==> src/rtl/mitll_dfft_toggle_decoder.sv <==
// rtl/mitll_dfft_toggle_decoder.sv - DFFT toggle-coded stream to WIDTH-bit words
// One toggle per SFQ clock window decodes as 1, none as 0; bits assembled LSB-first.
module mitll_dfft_toggle_decoder #(
    parameter int WIDTH       = 8,
    parameter int SYNC_STAGES = 2
) (
    input  logic             clk,
    input  logic             rst_n,
    input  logic             clk_evt,
    input  logic             tog_in,
    output logic [WIDTH-1:0] word_data,
    output logic             word_valid,
    input  logic             word_ready,
    output logic             err_double,
    output logic             err_overflow,
    input  logic             err_clr
);
    localparam int CW = (WIDTH > 2) ? $clog2(WIDTH) : 1;

    typedef enum logic {PRIME, RUN} state_t;

    state_t                 state;
    logic [SYNC_STAGES-1:0] sync_q;
    logic                   ref_lvl;
    logic [1:0]             tcount;
    logic [WIDTH-1:0]       shift_q;
    logic [CW-1:0]          bit_cnt;

    logic                   s;
    logic                   tog_evt;
    logic [1:0]             tc_eff;
    logic                   win_bit;
    logic                   closing;
    logic                   completing;
    logic [WIDTH-1:0]       assembled;

    // A toggle in the closing cycle still belongs to the window being closed.
    always_comb begin
        s          = sync_q[SYNC_STAGES-1];
        tog_evt    = (state == RUN) && (s != ref_lvl);
        tc_eff     = (tog_evt && tcount != 2'd2) ? tcount + 2'd1 : tcount;
        win_bit    = (tc_eff != 2'd0);
        closing    = (state == RUN) && clk_evt;
        completing = closing && (bit_cnt == CW'(WIDTH - 1));
        assembled  = shift_q;
        assembled[bit_cnt] = win_bit;
    end

    always_ff @(posedge clk or negedge rst_n) begin
        if (!rst_n) begin
            state        <= PRIME;
            sync_q       <= '0;
            ref_lvl      <= 1'b0;
            tcount       <= 2'd0;
            shift_q      <= '0;
            bit_cnt      <= '0;
            word_data    <= '0;
            word_valid   <= 1'b0;
            err_double   <= 1'b0;
            err_overflow <= 1'b0;
        end else begin
            sync_q  <= {sync_q[SYNC_STAGES-2:0], tog_in};
            ref_lvl <= s;

            // Clear first so an error event in the same cycle keeps its flag set.
            if (err_clr) begin
                err_double   <= 1'b0;
                err_overflow <= 1'b0;
            end

            case (state)
                PRIME: begin
                    tcount  <= 2'd0;
                    bit_cnt <= '0;
                    if (clk_evt) state <= RUN;
                end
                RUN: begin
                    if (closing) begin
                        tcount  <= 2'd0;
                        shift_q <= assembled;
                        if (tc_eff == 2'd2) err_double <= 1'b1;
                        if (completing) bit_cnt <= '0;
                        else            bit_cnt <= bit_cnt + CW'(1);
                    end else begin
                        tcount <= tc_eff;
                    end
                end
                default: state <= PRIME;
            endcase

            if (completing && (!word_valid || word_ready)) begin
                word_data  <= assembled;
                word_valid <= 1'b1;
            end else if (completing) begin
                err_overflow <= 1'b1;
            end else if (word_valid && word_ready) begin
                word_valid <= 1'b0;
            end
        end
    end
endmodule

==> config.mk <==
export PLATFORM = sky130hd
export DESIGN_NAME = mitll_dfft_toggle_decoder
export DESIGN_NICKNAME = d
export VERILOG_FILES = /design/src/rtl/mitll_dfft_toggle_decoder.sv
export SDC_FILE = /design/constraint.sdc
export NUM_CORES = 1
export LEC_CHECK = 0
export BUFFER_PORTS_ARGS = -buffer_cell sky130_fd_sc_hd__buf_2
export CAP_MARGIN = 20
export CELL_PAD_IN_SITES_DETAIL_PLACEMENT = 1
export CELL_PAD_IN_SITES_GLOBAL_PLACEMENT = 2
export CORE_MARGIN = 2
export CORE_UTILIZATION = 36
export DETAILED_ROUTE_END_ITERATION = 10
export PLACE_DENSITY_LB_ADDON = 0.1
export SETUP_SLACK_MARGIN = 0.1
export SKIP_LAST_GASP = 1
export SLEW_MARGIN = 25
export SYNTH_ARGS = -nofsm -noshare
export SYNTH_HDL_FRONTEND = slang
export SYNTH_SLANG_ARGS = --single-unit
==> constraint.sdc <==
create_clock -name clk -period 2.6 [get_ports clk]
set_clock_uncertainty 0.15 [all_clocks]
set_input_delay 0.26 -clock clk [delete_from_list [all_inputs] [get_ports clk]]
set_output_delay 0.26 -clock clk [all_outputs]
set_load 0.05 [all_outputs]
== Word-level counts from Yosys, hierarchy flattened ==
Index checks and enable logic that the tools add are counted.
W data, S select, Z words.

* Magnitude comparators: 2
* Reductions and logical operators: 13
* $mul: 0
* Bitwise logic cells: 1
* Multiplexer cells: 21
* Eq/ne operators: 6
* Add/subtract/negate cells: 2
* Div/mod/pow operators: 0
* Shift-type cells: 0

{| class="wikitable"
|+ Operators with widths
! operator !! number
|-
| $mux W1 || 13
|-
| $bwmux W8 || 1
|-
| $logic_and A1 B1 Y1 || 7
|-
| $mux W3 || 2
|-
| $pmux W3 S2 || 1
|-
| $lt A3 B4 Y1 const B || 1
|-
| $mux W2 || 2
|-
| $ne A2 B1 Y1 const B || 2
|-
| $pmux W2 S2 || 1
|-
| $reduce_and A2 Y1 || 2
|-
| $reduce_bool A2 Y1 || 2
|-
| $add A3 B1 Y3 const B || 1
|-
| $demux W1 S3 || 1
|-
| $eq A3 B3 Y1 const B || 1
|-
| $ge A3 B1 Y1 const B || 1
|-
| $add A2 B1 Y2 const B || 1
|-
| $eq A2 B2 Y1 const B || 1
|-
| $ne A2 B2 Y1 const B || 1
|-
| $logic_not A1 Y1 || 1
|-
| $logic_or A1 B1 Y1 || 1
|-
| $ne A1 B1 Y1 || 1
|-
| $not A1 Y1 || 1
|}

* Memory bits (writable): 0
* Word-level logic and storage cells: 55
* Output and inout bits: 11
* Input port bits: 6
* Bits in registers: 28
* Latch bits: 0
* Bits in read-only memories: 0
* Memories: 0

== Longest topological paths before layout ==
* Depth after elaboration: 8
* Gate-level depth with buffers: 8
* Mapped depth without buffers: 6

== Worst setup path after synthesis ==
No wires, ideal clock.

* Kind: flip-flop to flip-flop
* Start: reg tcount[0]
* End: reg shift_q[2]
* Arrival time: 1641 ps
* Library setup time: 125 ps
* Path buffers: 1
* Setup slack: 684 ps
* Cell stages (with the launch flop): 8
* Required time: 2325 ps
* Path through: dfrtp_1 inv_1 ha_1 and4b_1 nand2_1 and2_4 buf_6 mux2_4

* Longest elaborated chain between the ends: 5

{| class="wikitable"
|+ RTL lines
! item !! line !! RTL
|-
| from (decl) || 25 || <nowiki>logic [1:0] tcount;</nowiki>
|-
| from (signal assigned) || 85 || <nowiki>tcount <= tc_eff;</nowiki>
|-
| parallel branches: the longest is 2 deep, another holds $add A2 B1 Y2 || n/a ||
|-
| $mux W2 * || 41 || <nowiki>tc_eff = (tog_evt && tcount != 2'd2) ? tcount + 2'd1 : tcount;</nowiki>
|-
| $reduce_bool A2 Y1 * || 42 || <nowiki>win_bit = (tc_eff != 2'd0);</nowiki>
|-
| $bwmux W8 * || 46 || <nowiki>assembled[bit_cnt] = win_bit;</nowiki>
|-
| to (signal assigned) || 80 || <nowiki>shift_q <= assembled;</nowiki>
|-
| to (decl) || 26 || <nowiki>logic [WIDTH-1:0] shift_q;</nowiki>
|}

Mark *: on every way between the ends.
A chain may end at the register's enable or synchronous reset.

== Final worst setup path ==
* Start: reg tcount[0]
* End: reg shift_q[4]

The elaborated chain is that of the path after synthesis.

==> run metrics <==
status finished, final reports clean; Hold Crit Start err_clr; # setup viols final 0; largest delay contributor family on the critical path simple AND/OR/NAND/NOR gates; Ports 17; H-Tree Depth 1; crit path time final 2.009 ns; Hold WC Path Type in2reg; Post-Route WL 2902 µm; most frequent cells in the layout dfrtp_1, nor2_1, buf_2; total CTS buffers 3; max-cap check violation count 0; CP Depth 6; Synth top area share 49.87%; Die Height 66.48 µm; CP arrival 2.03 ns; RR Startpoint tcount[0]$_DFF_PN0_; Rows 22; Root Buffer clkbuf_8; CTS tree done; Post-CTS Setup Repair Bufs 0; WP buf/inv 1; port bufs 16; Yosys reg bits 28; Design Area, Final 1580 µm²; Die Wd 66.48 µm; setup ws final 0.5909 ns; Non-Filler Instances 202; TritonCTS Sinks 28; crit start category register; cell taking the most area after synthesis dfrtp_1; placed wire-length estimate 2131 µm; most common cell after layout, fill and taps aside dfrtp_1; GPL Wtd Cong 0.7315; syn_nets 149; top cells by area, synth dfrtp_1, mux2_4, nor2_1; fin util 42.53%; Hold Buf Count CTS 2; Reg clk slew, reported paths 0.09 ns; Slew Limit Fails 0; CP max stage cell dfrtp_1; Die ar. 4419 µm²; DR WL/cell 14.37 µm; crit path capture shift_q[4]$_DFFE_PN0P_; DP Area 1505 µm²; pin count of the biggest net entering global routing 29; CP endpoint kind register; FF-to-FF path depth 6; WHS 0.02224 ns; P_leak 0.7171 nW; layout cell share with drive strength beyond 1 22.08%; total power 1.878 mW; drt drc 0; Syn Inst Count 140; kind of critical path reg2reg; peak per-stage delay on the critical path 0.43 ns; pre-CTS worst setup slack 0.6068 ns; syn avg cell area 10.04 µm²; setup_tns 0 ns; Via density 4.990; crit path launch tcount[0]$_DFF_PN0_; Synth cell types 33; synth warn 0; antenna-violating nets left 0; crit-path max FO 8; Clk Latency, worst-skew pair 0.28 ns; Tot GR Track Use 15.47%; Initial Util 37.81%; final hold vios 0; via total after detailed routing 1,008; number of global-route vias before repair 1,052; Reg-to-Reg End shift_q[4]$_DFFE_PN0P_; grt ovf 0; Rel. slew slack 57.10%; sequential share of the synthesized area 49.87%; initial antenna violation count 0; Highest Clock Rate 0.4977 GHz; Mapped Area 1405 µm²; PD cells 1188 nW/µm²; first-pass GRT wire length 5202 µm; WP data required 2.62 ns; worst vdd ir 0.4662 mV; Area Overhead vs Synth 12.47%; Core Region 3716 µm²; drt pass-1 iters 4; CP cell instances inv_1 > ha_1 > and4b_1 > nand2_1 > and2_4 > mux2_4; post-CTS resize count 0; Initial DRC Count 37; Final Net Count 164; RSZ-0062 raised after global routing no; Clock Path Buffers 2; placed cell count 196; Worst Max-Slew Pin Slew 0.6435 ns; diode count 0; R2R Setup Slk 0.59 ns; fin crit share 77.27%
-- where the power goes --
group          internal [mW]  switching, mW
clock network          0.136          0.136
registers              0.595          0.131
logic                  0.336          0.545
total                   1.07          0.812
-- worst min-delay path by stage --
stage	endpoint	slack [ns]	cells past startpoint
final	err_overflow$_DFF_PN0_	0.02	2
after floorplan	bit_cnt[0]$_DFFE_PN0P_	-0.19	0
after global routing	err_overflow$_DFF_PN0_	0.02	2
after global placement	word_valid$_DFFE_PN0P_	0.16	1
after CTS	err_overflow$_DFF_PN0_	0.01	2
after detailed placement	word_valid$_DFFE_PN0P_	0.18	1
-- cell families (layout without fill, tap and decap cells) --
group,after synthesis,in the layout,share of synthesized area [%]
DFF,28,28,49.87
and+or+nand+nor,57,57,20.04
muxes,9,9,9.261
buffers and inverters,16,30,5.521
adders and majority gates,3,3,2.672
AOI/OAI and AO/OA,25,25,11.40
xor gates and xnor gates,2,2,1.247
-- per-layer routing --
metal	track usage (%)	up-vias	part of all wire, %	wire [µm]
met3	3.547	4	3.3	97
met5	0	-	0	0
met1	22.63	481	53	1545
met2	23.00	15	42	1233
li1	-	508	-	-
met4	3.827	0	0.86	25
-- layout make-up --
type | count | area, µm²
multi-input combinational | 96 | 626.9
timing repair buffer | 20 | 115.1
clock buffer | 4 | 55.05
sequential | 28 | 700.7
tap | 48 | 60.06
inverter | 6 | 22.52
fill | 435 | 2136
-- cells in the mapped netlist (all sizes together) --
master  instances
and3            1
or3             1
a22oi           2
clkbuf          5
nor2b           3
a311o           1
and4b           1
nand3           5
nand2b          4
xnor2           1
o21a            4
nand3b          2
a211oi          1
nor3            2
o22ai           4
or2             2
nor3b           1
inv             6
nand2          10
a31oi           6
xor2            1
mux2i           1
dfrtp          28
buf             5
and2            3
nor2           21
nand4           1
mux2            8
ha              3
a21oi           7
-- registers in the layout, summed over array words and instances, names as in the netlist --
name / count
word_valid: 1
ref_lvl: 1
sync_q: 2
err_overflow: 1
state: 1
tcount: 2
err_double: 1
bit_cnt: 3
shift_q: 8
word_data: 8
(Power assumes the default switching activity.)
